--- src/rtl/lsu_mem_master.sv ---
// Load/store initiator: splits one byte/half/word/double access into one or
// two 8-byte-aligned memory beats, merges the read data and extends it.
//
// Handshakes: a pipeline request is taken when req_valid && req_ready;
// a memory beat is taken when mem_valid && mem_ready; mem_valid and the beat
// fields stay stable until taken. mem_rvalid is sampled only while waiting for
// a beat response and never in the same cycle as the beat handshake.
module lsu_mem_master #(
    parameter int TIMEOUT = 1024
) (
    input  logic        clk,
    input  logic        rst,
    input  logic        req_valid,
    output logic        req_ready,
    input  logic [63:0] req_addr,
    input  logic [2:0]  req_memop,
    input  logic        req_wen,
    input  logic [63:0] req_wdata,
    output logic        resp_valid,
    output logic [63:0] resp_rdata,
    output logic        resp_err,
    output logic        mem_valid,
    input  logic        mem_ready,
    output logic [63:0] mem_addr,
    output logic        mem_wen,
    output logic [63:0] mem_wdata,
    output logic [7:0]  mem_wmask,
    input  logic        mem_rvalid,
    input  logic [63:0] mem_rdata
);
    typedef enum logic [2:0] {IDLE, B0_REQ, B0_RSP, B1_REQ, B1_RSP, DONE} state_t;
    state_t state, state_n;

    // Access fields captured at acceptance
    logic [63:0]  base_q;
    logic [2:0]   off_q;
    logic [2:0]   memop_q;
    logic         wen_q;
    logic [15:0]  mask_q;
    logic [127:0] data_q;
    logic         two_q;
    logic [63:0]  rbuf0, rbuf1;
    logic [31:0]  wait_cnt;

    // Decode of the incoming request
    logic [7:0]   ones;
    logic [15:0]  dec_mask;
    logic [127:0] dec_data;
    logic         dec_noop, accept;
    logic [63:0]  cur_base;
    logic [15:0]  cur_mask;
    logic [127:0] cur_data;
    logic         cur_wen;

    // Load merge and extension
    logic [63:0] rb0, rb1, merged, ext;

    // Next-cycle values of the registered outputs
    logic        req_ready_n, mem_valid_n, mem_wen_n, resp_valid_n, resp_err_n;
    logic [63:0] mem_addr_n, mem_wdata_n, resp_rdata_n;
    logic [7:0]  mem_wmask_n;
    logic        err_n, finish, timed_out;

    // Size decode: run of n byte enables
    always_comb begin
        case (req_memop[1:0])
            2'd3:    ones = 8'h01;
            2'd2:    ones = 8'h03;
            2'd1:    ones = 8'h0F;
            default: ones = 8'hFF;
        endcase
    end

    assign dec_mask = {8'h00, ones} << req_addr[2:0];
    assign dec_data = {64'h0, req_wdata} << {req_addr[2:0], 3'b000};
    assign dec_noop = (req_memop == 3'd0) && !req_wen;
    assign accept   = (state == IDLE) && req_valid && req_ready;

    // Beat 0 fields come straight from the decode on the acceptance cycle
    assign cur_base = accept ? {req_addr[63:3], 3'b000} : base_q;
    assign cur_mask = accept ? dec_mask : mask_q;
    assign cur_data = accept ? dec_data : data_q;
    assign cur_wen  = accept ? req_wen  : wen_q;

    // Merge read beats (the arriving beat is used directly) and extend
    always_comb begin
        rb0    = (state == B0_RSP) ? mem_rdata : rbuf0;
        rb1    = (state == B1_RSP) ? mem_rdata : rbuf1;
        merged = 64'({rb1, rb0} >> {off_q, 3'b000});
        case (memop_q[1:0])
            2'd3:    ext = memop_q[2] ? {{56{merged[7]}},  merged[7:0]}  : {56'h0, merged[7:0]};
            2'd2:    ext = memop_q[2] ? {{48{merged[15]}}, merged[15:0]} : {48'h0, merged[15:0]};
            2'd1:    ext = memop_q[2] ? {{32{merged[31]}}, merged[31:0]} : {32'h0, merged[31:0]};
            default: ext = merged;
        endcase
    end

    // Next state and next registered outputs
    always_comb begin
        state_n   = state;
        err_n     = 1'b0;
        finish    = 1'b0;
        timed_out = (wait_cnt == 32'(TIMEOUT - 1));
        case (state)
            IDLE:   if (accept) state_n = dec_noop ? DONE : B0_REQ;
            B0_REQ: begin
                if (mem_ready) state_n = B0_RSP;
                else if (timed_out) begin state_n = DONE; err_n = 1'b1; end
            end
            B0_RSP: begin
                if (mem_rvalid) begin
                    state_n = two_q ? B1_REQ : DONE;
                    finish  = !two_q;
                end else if (timed_out) begin state_n = DONE; err_n = 1'b1; end
            end
            B1_REQ: begin
                if (mem_ready) state_n = B1_RSP;
                else if (timed_out) begin state_n = DONE; err_n = 1'b1; end
            end
            B1_RSP: begin
                if (mem_rvalid) begin state_n = DONE; finish = 1'b1; end
                else if (timed_out) begin state_n = DONE; err_n = 1'b1; end
            end
            DONE:    state_n = IDLE;
            default: state_n = IDLE;
        endcase

        req_ready_n  = (state_n == IDLE);
        mem_valid_n  = 1'b0;
        mem_addr_n   = 64'h0;
        mem_wen_n    = 1'b0;
        mem_wdata_n  = 64'h0;
        mem_wmask_n  = 8'h00;
        if (state_n == B0_REQ) begin
            mem_valid_n = 1'b1;
            mem_addr_n  = cur_base;
            mem_wen_n   = cur_wen;
            mem_wdata_n = cur_wen ? cur_data[63:0] : 64'h0;
            mem_wmask_n = cur_wen ? cur_mask[7:0] : 8'h00;
        end else if (state_n == B1_REQ) begin
            mem_valid_n = 1'b1;
            mem_addr_n  = base_q + 64'd8;
            mem_wen_n   = wen_q;
            mem_wdata_n = wen_q ? data_q[127:64] : 64'h0;
            mem_wmask_n = wen_q ? mask_q[15:8] : 8'h00;
        end
        resp_valid_n = (state_n == DONE);
        resp_err_n   = err_n;
        resp_rdata_n = (finish && !wen_q) ? ext : 64'h0;
    end

    // State register
    always_ff @(posedge clk) begin
        if (rst) state <= IDLE;
        else     state <= state_n;
    end

    // Registered outputs
    always_ff @(posedge clk) begin
        if (rst) begin
            req_ready  <= 1'b1;
            mem_valid  <= 1'b0;
            mem_addr   <= 64'h0;
            mem_wen    <= 1'b0;
            mem_wdata  <= 64'h0;
            mem_wmask  <= 8'h00;
            resp_valid <= 1'b0;
            resp_err   <= 1'b0;
            resp_rdata <= 64'h0;
        end else begin
            req_ready  <= req_ready_n;
            mem_valid  <= mem_valid_n;
            mem_addr   <= mem_addr_n;
            mem_wen    <= mem_wen_n;
            mem_wdata  <= mem_wdata_n;
            mem_wmask  <= mem_wmask_n;
            resp_valid <= resp_valid_n;
            resp_err   <= resp_err_n;
            resp_rdata <= resp_rdata_n;
        end
    end

    // Access latch, read buffers and per-state wait counter
    always_ff @(posedge clk) begin
        if (rst) begin
            base_q   <= 64'h0;
            off_q    <= 3'd0;
            memop_q  <= 3'd0;
            wen_q    <= 1'b0;
            mask_q   <= 16'h0;
            data_q   <= 128'h0;
            two_q    <= 1'b0;
            rbuf0    <= 64'h0;
            rbuf1    <= 64'h0;
            wait_cnt <= 32'd0;
        end else begin
            if (accept) begin
                base_q  <= {req_addr[63:3], 3'b000};
                off_q   <= req_addr[2:0];
                memop_q <= req_memop;
                wen_q   <= req_wen;
                mask_q  <= dec_mask;
                data_q  <= dec_data;
                two_q   <= (dec_mask[15:8] != 8'h00);
                rbuf0   <= 64'h0;
                rbuf1   <= 64'h0;
            end
            if (state == B0_RSP && mem_rvalid) rbuf0 <= mem_rdata;
            if (state == B1_RSP && mem_rvalid) rbuf1 <= mem_rdata;
            if (state_n != state || state == IDLE || state == DONE) wait_cnt <= 32'd0;
            else                                                    wait_cnt <= wait_cnt + 32'd1;
        end
    end
endmodule

--- config.mk ---
export PLATFORM = sky130hd
export DESIGN_NAME = lsu_mem_master
export DESIGN_NICKNAME = d
export VERILOG_FILES = /design/src/rtl/lsu_mem_master.sv
export SDC_FILE = /design/constraint.sdc
export NUM_CORES = 1
export LEC_CHECK = 0
export ABC_AREA = 1
export BUFFER_PORTS_ARGS = -buffer_cell sky130_fd_sc_hd__buf_4
export CAP_MARGIN = 20
export CORE_MARGIN = 8
export CORE_UTILIZATION = 45
export CTS_CLUSTER_DIAMETER = 40
export DETAILED_ROUTE_END_ITERATION = 12
export PLACE_DENSITY = 0.63
export RECOVER_POWER = 25
export SETUP_SLACK_MARGIN = 0.02
export SYNTH_ARGS = -nofsm -noshare
export SYNTH_HDL_FRONTEND = slang
export SYNTH_SLANG_ARGS = --single-unit
--- constraint.sdc ---
create_clock -name clk -period 5.9 [get_ports clk]
set_input_delay 0.59 -clock clk [delete_from_list [all_inputs] [get_ports clk]]
set_output_delay 0.59 -clock clk [all_outputs]
set_load 0.02 [all_outputs]
# Word-level counts from Yosys, hierarchy flattened
# Cells that the tools add are included.
# word_totals
inputBits	201
wordCells	109
reg_bits	584
out_inout_bits	205
# classes
n_eq_ne	16
bitwise_logic	1
reduce_logical	21
muxes	44
n_addsub	2
shift	3
# ops
operator	count
64-bit two-way mux	16
64-bit one-hot mux with 3 select lines	1
64-bit by 6-bit << shifter with 128-bit output	1
128-bit by 6-bit >> shifter with 64-bit output	1
64-bit by 4-bit adder with 64-bit output, second input constant	1
8-bit two-way mux	5
32-bit by 1-bit adder with 32-bit output, second input constant	1
32-bit by 10-bit == test with 1-bit output, second input constant	1
3-bit two-way mux	8
8-bit one-hot mux with 3 select lines	1
8-bit by 3-bit << shifter with 16-bit output	1
3-bit one-hot mux with 5 select lines	1
1-bit two-way mux	10
3-bit by 2-bit == test with 1-bit output, second input constant	3
3-bit == test, second input constant	3
3-bit zero test	3
2-bit == test, second input constant	4
8-bit nonzero test	1
2-bit OR reduction	4
3-bit by 1-bit == test with 1-bit output, second input constant	2
1-bit logical AND	6
2-bit by 1-bit == test with 1-bit output, second input constant	2
1-bit one-hot mux with 2 select lines	2
2-bit nonzero test	2
4 further kinds	7

# Logic depth before layout (Yosys ltp)
# logic_depth
ltp_word	9
ltp_mapped	17
mapped_depth_nobuf	14

# Least setup slack after synthesis
# No wires, ideal clock.
# synth_timing
path_kind	register to register
from	register wait_cnt[0]
to	register mem_addr[30]
setup_ps	87
required_ps	5813
period_less_slack_ps	1923
arrival_time_ps	1836
path_slack_ps	3977
path_buffers	2
stages_incl_launch_ff	16
path_cell_list	dfxtp_1 ha_1 nand3_1 inv_2 nand2_2 nor2_4 nand4_2 nand2_2 nand2_4 inv_4 nand2_4 nor2_8 buf_8 buf_6 nand2_1 o31ai_1
# synth_via
elab_chain_cells	7
word_cells_on_any_way	11
classes_between	eq/ne (3); mux (8)
# synth_rtl
element	line	text
start, declared	43	logic [31:0] wait_cnt;
start signal, assigned	211	else wait_cnt <= wait_cnt + 32'd1;
32-bit by 10-bit == test with 1-bit output *	103	timed_out = (wait_cnt == 32'(TIMEOUT - 1));
3-bit two-way mux *	-	
3-bit two-way mux (on tied branches)	-	
3-bit one-hot mux with 5 select lines *	104	case (state)
3-bit by 2-bit == test with 1-bit output	140	end else if (state_n == B1_REQ) begin
64-bit two-way mux	140	
64-bit two-way mux *	134	if (state_n == B0_REQ) begin
end signal, assigned	173	mem_addr <= mem_addr_n;
end, declared	24	output logic [63:0] mem_addr,
# Every way passes the cells marked *; elsewhere a longest branch is shown, timed or not.
# A chain may end at the register's enable or synchronous reset.

# Final worst setup path
# layout_timing
from	register state[2]
to	register mem_wdata[43]
# layout_via
elab_chain_cells	8
word_cells_on_any_way	21
classes_between	eq/ne (6); mux (12); reduce/logical (3)
# layout_rtl
element	line	text
start, declared	32	state_t state, state_n;
start signal, assigned	155	else state <= state_n;
3-bit zero test	77, 104	
1-bit logical AND (2 in series)	77	assign accept = (state == IDLE) && req_valid && req_ready;
3-bit two-way mux	105	IDLE: if (accept) state_n = dec_noop ? DONE : B0_REQ;
3-bit one-hot mux with 5 select lines	104	
3-bit by 2-bit == test with 1-bit output	140	
64-bit two-way mux	140	
64-bit two-way mux *	134	
end signal, assigned	175	mem_wdata <= mem_wdata_n;
end, declared	26	output logic [63:0] mem_wdata,
# Marks and branches as above.

==> summary.md <==
| Metric | Value |
|---|---|
| Worst path required time | `6.49 ns` |
| Non-Filler Instances | `5579` |
| Count of cell types in the netlist | `51` |
| Iteration-0 DRC Markers | `3205` |
| Initial Util | `45.22%` |
| Top layer in use | `met4` |
| Max cap viols | `0` |
| Drt pass-1 iters | `6` |
| Placed instance count | `5390` |
| Total Routing Usage GR | `30.49%` |
| Post-synth EDFFs | `0` |
| Clk Latency, worst-skew pair | `0.66 ns` |
| Post-synthesis sequential area ratio | `39.22%` |
| Initial antenna violation count | `3` |
| Slowest CP cell | `inv_2` |
| Die Y | `269.6 um` |
| Total Power | `12.38 mW` |
| Count of pins over their slew limit | `0` |
| Die ar. | `72680 um^2` |
| Placer congestion estimate | `0.9684` |
| Crit share post-route | `75.82%` |
| Remaining antenna violation count | `0` |
| Die W | `269.6 um` |
| Reg-to-Reg Start | `state[2]$_SDFF_PP0_` |
| Ys async rst share | `0%` |
| Worst path max stage delay | `0.82 ns` |
| DR vias/cell | `5.566` |
| DR WL/cell | `20.79 um` |
| Post-synthesis average cell area | `6.568 um^2` |
| Fin nets | `4838` |
| Vias in the first global route | `29638` |
| DR WL met3 | `9.258 mm` |
| CP arrival | `5.07 ns` |
| Hold buffers post-CTS | `0` |
| Final WL | `116.0 mm` |
| Power per cell area | `355.4 nW/um^2` |
| Setup ws final | `1.427 ns` |
| Clock tree buffer depth | `3` |
| First-pass GRT wire length | `177.3 mm` |
| Slew headroom | `21.24%` |
| CTS resizes | `0` |
| Vias | `31055` |
| WL met2 | `53.07 mm` |
| Hold/Removal Path Class | `input port to register` |
| Root Driver | `clkbuf_16` |
| Hold Slack | `0.2012 ns` |
| Gr ovfl total | `0` |
| Sink Count | `567` |
| Crit Path Class | `register to register` |
| Unrepaired setup endpoints after global routing | `no` |
| Final setup viols | `0` |
| Post-CTS Setup Inserts | `0` |
| CP top delay family | `buffers and inverters` |
| Worst-path maximum fanout | `48` |
| Mapped Area | `28940 um^2` |
| Clk pin slew, worst setup/hold paths | `0.06 ns` |
| FMAX | `0.2235 GHz` |
| Number of top-level pins | `406` |
| PortBufs | `405` |
| HPWL after DPL | `79.57 mm` |
| Synth Warn # | `0` |
| Most common cell on crit path | `nand2_1` |
| Worst slew pin tran | `1.181 ns` |
| Register bit count reported by yosys | `567` |
| Area Overhead vs Synth | `20.41%` |
| Core Rows | `93` |
| Core area | `64000 um^2` |
| CTS tree | `yes` |
| Crit. End Element | `register` |
| Largest net degree at the start of global routing | `198` |
| Dpl ws | `2.004 ns` |
| H-tree depth | `3` |
| Residual DRC | `0` |
| Startpoint Class | `register` |
| Setup_tns | `0 ns` |
| Num CTS Buffers | `97` |
| Post-synthesis cell count | `4406` |
| FILL cells | `6625` |
| Setup crit start | `state[2]$_SDFF_PP0_` |
| Status | `finished clean` |
| Worst Skew | `0.02744 ns` |
| Maximum vdd drop | `0.2268 mV` |
| Fraction of layout cells with a size suffix above 1 | `10.23%` |
| HP Start | `req_addr[12]` |
| Final hold violations | `0` |
| Post-synth net total | `4609` |
| Critical-path cell list | `inv_1, nand4_1, inv_2, nand2_1, inv_2, buf_4, nand2_1, nand3_1, nand2_1, inv_1, nand3_1, nand2_1` |
| Crit path buf inv count | `5` |
| WL met1 | `45.97 mm` |
| Post-layout minimum cycle time | `4.473 ns` |
| Leakage | `15.04 nW` |
| Synth Flop Type | `dfxtp_1` |
==> placed cells by master (no fill, tap or decap), types with 4 or more instances in the layout <==
| cell | count |
|---|---|
| a211oi_1 | 30 |
| a21oi_1 | 208 |
| a22oi_1 | 34 |
| a31oi_1 | 13 |
| buf_12 | 4 |
| buf_4 | 248 |
| bufinv_16 | 13 |
| clkbuf_1 | 196 |
| clkbuf_16 | 98 |
| clkbuf_8 | 9 |
| clkinv_2 | 7 |
| clkinv_4 | 9 |
| clkinv_8 | 6 |
| clkinvlp_4 | 9 |
| dfxtp_1 | 563 |
| diode_2 | 4 |
| inv_1 | 302 |
| inv_2 | 12 |
| inv_6 | 21 |
| inv_8 | 8 |
| mux2i_1 | 6 |
| nand2_1 | 1248 |
| nand2_2 | 5 |
| nand2_4 | 4 |
| nand3_1 | 821 |
| nand3b_1 | 8 |
| nand4_1 | 62 |
| nor2_1 | 350 |
| nor2_2 | 5 |
| nor2_4 | 5 |
| nor3_1 | 49 |
| o211ai_1 | 29 |
| o21ai_0 | 154 |
| o21ai_1 | 37 |
| o22ai_1 | 16 |
| or2_2 | 4 |
| xnor2_1 | 9 |
| xor2_1 | 77 |
==> cells by family after synthesis <==
logic type	Yosys count	synth area share, %
AO/OA/AOI/OAI	538	10.42
XOR/XNOR	86	2.603
adder cells (fa/ha/maj)	2	0.08645
buffers and inverters	634	9.101
flip-flops	567	39.22
multiplexers	6	0.2075
AND/OR/NAND/NOR	2573	38.36
==> Yosys cell counts, types with 2 or more instances <==
cell / n / area, um^2
a211oi_1: 30 / 225.2
a21oi_1: 209 / 1046
a221oi_1: 2 / 17.52
a22o_1: 3 / 26.28
a22oi_1: 34 / 255.2
a2bb2oi_1: 2 / 17.52
a31oi_1: 13 / 81.33
buf_1: 57 / 214.0
buf_2: 81 / 405.4
buf_4: 7 / 52.55
buf_6: 15 / 168.9
clkbuf_1: 153 / 574.3
clkinv_1: 3 / 11.26
dfxtp_1: 567 / 11350
ha_1: 2 / 25.02
inv_1: 307 / 1152
inv_2: 9 / 33.78
mux2i_1: 6 / 60.06
nand2_1: 1248 / 4684
nand2_2: 5 / 31.28
nand2_4: 4 / 45.04
nand3_1: 822 / 4114
nand3_2: 2 / 20.02
nand3b_1: 8 / 60.06
nand4_1: 61 / 381.6
nand4_2: 2 / 25.02
nor2_1: 352 / 1321
nor2_2: 5 / 31.28
nor2_4: 3 / 33.78
nor3_1: 49 / 245.2
nor3_2: 2 / 20.02
o211ai_1: 29 / 217.7
o21ai_0: 154 / 770.7
o21ai_1: 37 / 185.2
o221ai_1: 3 / 26.28
o22ai_1: 16 / 100.1
o31ai_1: 3 / 22.52
or2_2: 4 / 25.02
xnor2_1: 9 / 78.83
xor2_1: 77 / 674.4
==> tightest hold or removal path, stage by stage <==
cell,delay (ns)
buf_4,0.07
mux2i_1,0.07
nor2_1,0.08
==> metal layers <==
| layer | up-vias | GRT usage [%] |
|---|---|---|
| met2 | 1434 | 49.27 |
| li1 | 14958 | - |
| met3 | 325 | 5.736 |
| met4 | 0 | 17.42 |
| met5 | - | 0 |
| met1 | 14338 | 37.93 |
==> power breakdown <==
| part | switching (mW) | internal [mW] | total [mW] |
|---|---|---|---|
| registers | 0.146 | 4.03 | 4.18 |
| clock network | 2.23 | 3.80 | 6.03 |
| logic | 1.58 | 0.595 | 2.18 |
| total | 3.95 | 8.43 | 12.4 |
==> flip-flops by register name, summed over array words and instances, names as in the netlist, 3 cells and up <==
name	count
mask_q	15
mem_wdata	64
wait_cnt	32
rbuf0	64
mem_addr	64
memop_q	3
data_q	120
resp_rdata	64
rbuf1	56
base_q	64
state	3
off_q	3
mem_wmask	8
==> area by class of cell <==
type	instances	area [um^2]	share of cell area [%]
repair buffers	444	2696	7.738
well taps	855	1070	3.070
diodes	4	10.01	0.02873
flip-flops and latches	567	11360	32.60
clock buffers	112	2585	7.418
multi-input cells	3205	14980	42.99
clock inverters	72	935.9	2.686
inverters	320	1210	3.472
==> path summary, 6_finish.rpt <==
path	end	slack (ns)	depth (start not counted)
min reg2reg	wait_cnt[0]$_SDFF_PP0_	0.45	1
max	mem_wdata[43]$_SDFF_PP0_	1.43	12
max reg2reg	mem_wdata[43]$_SDFF_PP0_	1.43	12
min	base_q[12]$_SDFF_PP0_	0.20	3
==> per-stage QoR <==
step,instance area (um^2),util [%]
after floorplan,28940,-
after global placement,32000,49.99
after detailed placement,32020,50.03
after CTS,35540,55.53
after global routing,34840,54.44
final,34850,54.45
Note: power is estimated with default switching activity, not from simulation.
